**src/rtl/load_store_unit_pkg.sv**
```systemverilog
// Shared encodings for the load/store unit:
// access sizes, FSM states and lane ordering.
package load_store_unit_pkg;

    localparam logic [1:0] SIZE_BYTE = 2'b00;
    localparam logic [1:0] SIZE_HALF = 2'b01;
    localparam logic [1:0] SIZE_WORD = 2'b10;

    localparam logic [0:0] IDLE   = 1'b0;
    localparam logic [0:0] RMW_WR = 1'b1;

    localparam bit LITTLE_ENDIAN = 1'b1;

    // Halfwords need even addresses; words (and the reserved size) need 4-byte alignment.
    function automatic logic misaligned_access(
        input logic [1:0] size,
        input logic [1:0] lo
    );
        logic is_half;
        logic is_word;
        is_half = (size == SIZE_HALF);
        is_word = size[1];
        return (is_half & lo[0]) | (is_word & (lo != 2'b00));
    endfunction

endpackage

```
**src/rtl/load_store_unit_lane_mux.sv**
```systemverilog
// Lane extract with sign/zero extension for loads,
// and lane insert that builds the merged word for sub-word stores.
module load_store_unit_lane_mux
    import load_store_unit_pkg::*;
(
    input  logic [1:0]  lane,
    input  logic [1:0]  size,
    input  logic        is_unsigned,
    input  logic [31:0] rdata,
    input  logic [31:0] wdata,
    output logic [31:0] load_data,
    output logic [31:0] merge_data
);

    logic [1:0]  eff_lane;
    logic [7:0]  byte_sel;
    logic [15:0] half_sel;
    logic        is_byte;
    logic        is_half;

    assign eff_lane = LITTLE_ENDIAN ? lane : ~lane;
    assign is_byte  = (size == SIZE_BYTE);
    assign is_half  = (size == SIZE_HALF);

    // Pick the addressed byte and halfword out of the memory word.
    always_comb begin
        byte_sel = rdata[7:0];
        half_sel = eff_lane[1] ? rdata[31:16] : rdata[15:0];
        unique case (eff_lane)
            2'd0: byte_sel = rdata[7:0];
            2'd1: byte_sel = rdata[15:8];
            2'd2: byte_sel = rdata[23:16];
            2'd3: byte_sel = rdata[31:24];
            default: byte_sel = rdata[7:0];
        endcase
    end

    // Extend the selected lane and splice the store data into the old word.
    always_comb begin
        load_data  = rdata;
        merge_data = wdata;
        unique case (1'b1)
            is_byte: begin
                load_data  = {{24{~is_unsigned & byte_sel[7]}}, byte_sel};
                merge_data = rdata;
                unique case (eff_lane)
                    2'd0: merge_data[7:0]   = wdata[7:0];
                    2'd1: merge_data[15:8]  = wdata[7:0];
                    2'd2: merge_data[23:16] = wdata[7:0];
                    2'd3: merge_data[31:24] = wdata[7:0];
                    default: merge_data = rdata;
                endcase
            end
            is_half: begin
                load_data  = {{16{~is_unsigned & half_sel[15]}}, half_sel};
                merge_data = rdata;
                if (eff_lane[1]) begin
                    merge_data[31:16] = wdata[15:0];
                end else begin
                    merge_data[15:0] = wdata[15:0];
                end
            end
            default: begin
                load_data  = rdata;
                merge_data = wdata;
            end
        endcase
    end

endmodule

```
**src/rtl/load_store_unit.sv**
```systemverilog
// Byte/halfword load-store adapter between a single-cycle core and
// a word-wide memory; sub-word stores use a two-cycle read-modify-write.
module load_store_unit
    import load_store_unit_pkg::*;
#(
    parameter int ADDR_W = 16,
    parameter int DATA_W = 32
) (
    input  logic              clock,
    input  logic              rst,
    input  logic              cpu_memRead,
    input  logic              cpu_memWrite,
    input  logic [1:0]        cpu_size,
    input  logic              cpu_unsigned,
    input  logic [ADDR_W-1:0] cpu_addr,
    input  logic [DATA_W-1:0] cpu_wdata,
    output logic [DATA_W-1:0] cpu_rdata,
    output logic              stall,
    output logic              misaligned,
    output logic              fault_valid,
    output logic [ADDR_W-1:0] fault_addr,
    input  logic              fault_clear,
    output logic [ADDR_W-1:0] mem_addr,
    output logic [DATA_W-1:0] mem_writeData,
    output logic              mem_memWrite,
    output logic              mem_memRead,
    input  logic [DATA_W-1:0] mem_readData
);

    if (DATA_W != 32) begin : g_bad_width
        $error("load_store_unit: only DATA_W=32 is supported");
    end

    logic [0:0]        state_q;
    logic [0:0]        state_d;
    logic [31:0]       merge_q;
    logic [ADDR_W-1:0] addr_q;
    logic              fault_valid_q;
    logic [ADDR_W-1:0] fault_addr_q;

    logic        req_any;
    logic        req_wr;
    logic        req_rd;
    logic        in_rmw;
    logic        bad_req;
    logic        ok_req;
    logic        wr_word;
    logic        wr_sub;
    logic        rd_req;
    logic [31:0] load_data;
    logic [31:0] merge_data;

    assign req_any = cpu_memRead | cpu_memWrite;
    assign req_wr  = cpu_memWrite;
    assign req_rd  = cpu_memRead & ~cpu_memWrite;
    assign in_rmw  = (state_q == RMW_WR);
    assign bad_req = ~in_rmw & req_any
                   & misaligned_access(cpu_size, cpu_addr[1:0]);
    assign ok_req  = ~in_rmw & ~bad_req;
    assign wr_word = ok_req & req_wr & cpu_size[1];
    assign wr_sub  = ok_req & req_wr & ~cpu_size[1];
    assign rd_req  = ok_req & req_rd;

    assign misaligned  = bad_req;
    assign fault_valid = fault_valid_q;
    assign fault_addr  = fault_addr_q;

    load_store_unit_lane_mux u_lane_mux (
        .lane        (cpu_addr[1:0]),
        .size        (cpu_size),
        .is_unsigned (cpu_unsigned),
        .rdata       (mem_readData[31:0]),
        .wdata       (cpu_wdata[31:0]),
        .load_data   (load_data),
        .merge_data  (merge_data)
    );

    // Steer the memory port and stall; everything is forced quiet while in reset.
    always_comb begin
        state_d       = state_q;
        mem_addr      = cpu_addr;
        mem_writeData = cpu_wdata;
        mem_memRead   = 1'b0;
        mem_memWrite  = 1'b0;
        stall         = 1'b0;
        cpu_rdata     = '0;
        unique case (1'b1)
            in_rmw: begin
                mem_memWrite  = 1'b1;
                mem_addr      = addr_q;
                mem_writeData = merge_q;
                state_d       = IDLE;
            end
            bad_req: begin
                state_d = IDLE;
            end
            wr_word: begin
                mem_memWrite = 1'b1;
            end
            wr_sub: begin
                mem_memRead = 1'b1;
                stall       = 1'b1;
                state_d     = RMW_WR;
            end
            rd_req: begin
                mem_memRead = 1'b1;
                cpu_rdata   = load_data;
            end
            default: begin
                state_d = IDLE;
            end
        endcase
        if (!rst) begin
            mem_addr      = '0;
            mem_writeData = '0;
            mem_memRead   = 1'b0;
            mem_memWrite  = 1'b0;
            stall         = 1'b0;
        end
    end

    // FSM state plus the merged word and address held for the write cycle.
    always_ff @(posedge clock or negedge rst) begin
        if (!rst) begin
            state_q <= IDLE;
            merge_q <= '0;
            addr_q  <= '0;
        end else begin
            state_q <= state_d;
            if (wr_sub) begin
                merge_q <= merge_data;
                addr_q  <= cpu_addr;
            end
        end
    end

    // Sticky record of the first misaligned address; a clear wins over a capture.
    always_ff @(posedge clock or negedge rst) begin
        if (!rst) begin
            fault_valid_q <= 1'b0;
            fault_addr_q  <= '0;
        end else if (fault_clear) begin
            fault_valid_q <= 1'b0;
            fault_addr_q  <= '0;
        end else if (bad_req && !fault_valid_q) begin
            fault_valid_q <= 1'b1;
            fault_addr_q  <= cpu_addr;
        end
    end

endmodule
```
**config.mk**
```make
export PLATFORM = sky130hd
export DESIGN_NAME = load_store_unit
export DESIGN_NICKNAME = d
export VERILOG_FILES = /design/src/rtl/load_store_unit_pkg.sv /design/src/rtl/load_store_unit_lane_mux.sv /design/src/rtl/load_store_unit.sv
export SDC_FILE = /design/constraint.sdc
export NUM_CORES = 1
export LEC_CHECK = 0
export CORE_MARGIN = 1
export CORE_UTILIZATION = 50
export CTS_CLUSTER_DIAMETER = 60
export DETAILED_ROUTE_END_ITERATION = 7
export DONT_BUFFER_PORTS = 1
export HOLD_SLACK_MARGIN = 0.03
export PLACE_DENSITY_LB_ADDON = 0.25
export SYNTH_ARGS = -nofsm -noshare
export SYNTH_HDL_FRONTEND = slang
export SYNTH_SLANG_ARGS = --single-unit
```
**constraint.sdc**
```tcl
create_clock -name clock -period 3.75 [get_ports clock]
set_input_delay 0.75 -clock clock [delete_from_list [all_inputs] [get_ports clock]]
set_output_delay 0.75 -clock clock [all_outputs]
set_load 0.02 [all_outputs]
```
==> results.toml <==
[critical_path]
criticalPathCategory = "reg2out"
slowest_stage = "and4b_1"
cp_max_fo = 16
worst-path-buf-inv = 0
critical_path.startpoint_type = "flop"
timing.critical_path.max_delay_family = "compound AO/OA/AOI/OAI gates"
crit_path_end_kind = "output pin"
path_cells = "and4b_1 -> o221ai_4 -> a21oi_1"
timing.critical_path.required_ns = 3.00
cpPeakStageDelay_ns = 0.53
cp.arrival_ns = 2.18

[pwr]
cellInternalPower_mw = 1.36
seq_power_share_pct = 45.0
clock_power_share_pct = 34.5
power_density_mw_per_mm2 = 407
p_comb_share_pct = 20.5
leakage_nw = 2.21
netSwitchingPower_uw = 640
vdd_drop_max_mv = 0.204
power.share.switching_pct = 31.9

[yosys]
top_ff_cell_synth = "dfrtp_1"
post_synth_xor_area_fraction_pct = 0
netlist-cell-type-count = 36
synth_nets = 642
synth_simple_gate_area_share_pct = 19.5
synth_compound_area_share_pct = 19.6
ys_ff_latch = 66
largest_family_of_logic_cells_by_synthesized_area = "compound AO/OA/AOI/OAI gates"
yosys.area_share.adder_pct = 0
avgSynthCellArea_sq_um = 8.52
yosys_warnings = 0
yosys-mux-area-fraction_pct = 19.2
synth_sequential_area_ratio_pct = 35.0
netlist_area_sq_mm = 0.00472
ys_async_sr_fraction_pct = 100
post_synth_inst_count = 554
synth_edf_count = 0

[placement]
numPortBuffers = 0
place.gp.congestion = 0.935
dpl_worst_slack_ns = 0.876
dp_hpwl_mm = 9.48

[routing]
route.layer.met1.wl_mm = 5.98
wl_met2_mm = 6.32
via_count = 3938
route.final.wire_length_mm = 13.4
ant_nets = 0
wl_met3_um = 881
drt-initial-drc-count = 241
routed_wire_length_per_instance_um = 20.8
drc_errors = 0
top_layer_used = "met4"
drt_first_pass_iters = 5
route.detailed.vias_per_inst = 6.13

[global_routing]
vias_in_the_first_global_route = 3701
grt_remaining_overflow = 0
grt_antenna_before_repair = 0
grt_start_max_net_pins = 118
grt_pass1_wl_mm = 20.6
globalRouteTotalUtil_pct = 27.4

[floorplan]
placementRows = 35
die_area_sq_mm = 0.00983
coreArea_sq_mm = 0.00920
die_h_um = 99.1
ios = 189
die-width_um = 99.1
initial_core_util_pct = 51.3

[timing]
grt_setup_unrepaired = "no"
setup-tns-final_ns = 0
clock-skew-final_ns = 0.0102
max_freq_mhz = 342
timing.slew.headroom_pct = 43.5
timing.final.max_slew_violations = 0
finalCritPeriodShare_pct = 78.0
max_slew.worst_pin.slew_ns = 0.841
setup_viol = 0
period_needed_ns = 2.93
final_hold_viol_count = 0
fin_ws_ns = 0.824

[final_layout]
drive_above_1_share_pct = 8.29
syn2layout_area_growth_pct = 4.30
insertedDiodeCount = 0
finalNetCount = 614
fillers = 896

[clock_tree]
h-tree-depth = 3
cts_buffer_depth = 2
worst_setup_hold_path_clk_slew_ns = 0.08
cts_sinks = 66
cts_root_buf = "clkbuf_8"
worst_skew_pair.late_latency_ns = 0.35
post_cts.resized_instances = 0
cts.repair_timing.setup_buffer_count = 0
cts.hold.buffers_added = 0
tritoncts = "yes"
cts_made_buffers = 9

[outcome]
status = "finished clean"

[hold_path]
hold_class = "in2async"

[job]
cap_violations = 0
## cell type report
| cell class | instances | area, sq um | area share, % |
|---|---|---|---|
| clock inverters | 7 | 100 | 2.03 |
| clock buffers | 9 | 124 | 2.52 |
| multi-input cells | 418 | 2760 | 56.0 |
| inverters | 22 | 82.6 | 1.68 |
| repair buffers | 9 | 67.6 | 1.37 |
| flip-flops and latches | 66 | 1650 | 33.6 |
| well taps | 111 | 139 | 2.82 |
## registers in the layout (all words and copies together), names as in the netlist
register	count
addr_q	16
in_rmw	1
fault_addr	16
merge_q	32
fault_valid	1
## power by group through the flow
stage	registers, mW	clock network, mW	logic, mW
after global routing	0.915	0.738	0.457
after floorplan	0.890	0	0.381
after detailed placement	0.918	0	0.410
final	0.902	0.692	0.410
after CTS	0.903	0.707	0.411
after global placement	0.913	0	0.402
## cell usage in the layout (no fill, tap or decap), drive strengths merged, types with 2 or more instances in the layout
cell type | Yosys | final
a21oi | 48 | 48
a22o | 31 | 31
and2 | 2 | 2
buf | 26 | 9
bufinv | 0 | 2
clkbuf | 22 | 9
clkinv | 0 | 3
dfrtp | 66 | 66
inv | 22 | 24
mux2 | 9 | 9
mux2i | 78 | 78
nand2 | 88 | 88
nor2 | 9 | 9
nor2b | 69 | 69
nor3 | 2 | 2
nor3b | 8 | 8
o211ai | 5 | 5
o21a | 4 | 4
o21ai | 54 | 54
## stage by stage
step / total power [mW] / utilization [%] / cell area [sq um] / hold WS [ns] / cells
4_1_cts: 2.02 / 53.5 / 4920 / 0.0639 / 642
3_3_place_gp: 1.31 / 51.1 / 4700 / 0.456 / 626
5_1_grt: 2.11 / 53.5 / 4920 / 0.0579 / 642
6_report: 2.00 / 53.5 / 4920 / 0.0880 / 642
2_1_floorplan: 1.27 / - / 4720 / 0.445 / 554
3_5_place_dp: 1.33 / 51.1 / 4700 / 0.455 / 626
## cells in the mapped netlist, types with 9 or more instances
master,instances,area [sq um]
nand2_1,87,327
mux2i_1,78,781
nor2b_1,69,432
dfrtp_1,66,1650
o21ai_0,51,255
a21oi_1,48,240
a22o_1,31,272
clkbuf_1,22,82.6
inv_1,22,82.6
buf_2,16,80.1
mux2_2,9,101
## kinds of logic (layout without fill, tap and decap cells)
kind of cell    count (synthesis)  count (layout)
mux                            88              88
buf+inv                        70              47
flops                          66              66
simple gates                  182             182
compound gates                148             148
## per-layer routing
metal / track usage, % / vias up
li1: - / 1856
met1: 39.0 / 1896
met2: 42.4 / 173
met3: 5.90 / 13
met4: 7.13 / 0
met5: 0 / -
## worst paths after layout
| kind | from | end | slack (ns) | cells after the start |
|---|---|---|---|---|
| min in group clock | fault_clear | fault_valid$_DFFE_PN0P_ | 0.46 | 1 |
| setup reg to reg | in_rmw$_DFFE_PN0N_ | addr_q[0]$_DFFE_PN0P_ | 1.90 | 4 |
| max in group asynchronous | rst | merge_q[11]$_DFFE_PN0P_ | 3.53 | 0 |
| setup / recovery | in_rmw$_DFFE_PN0N_ | cpu_rdata[17] | 0.82 | 3 |
| hold / removal | rst | fault_addr[4]$_DFFE_PN0P_ | 0.09 | 0 |
| hold reg to reg | addr_q[5]$_DFFE_PN0P_ | addr_q[5]$_DFFE_PN0P_ | 0.48 | 2 |
(Power assumes the default switching activity.)
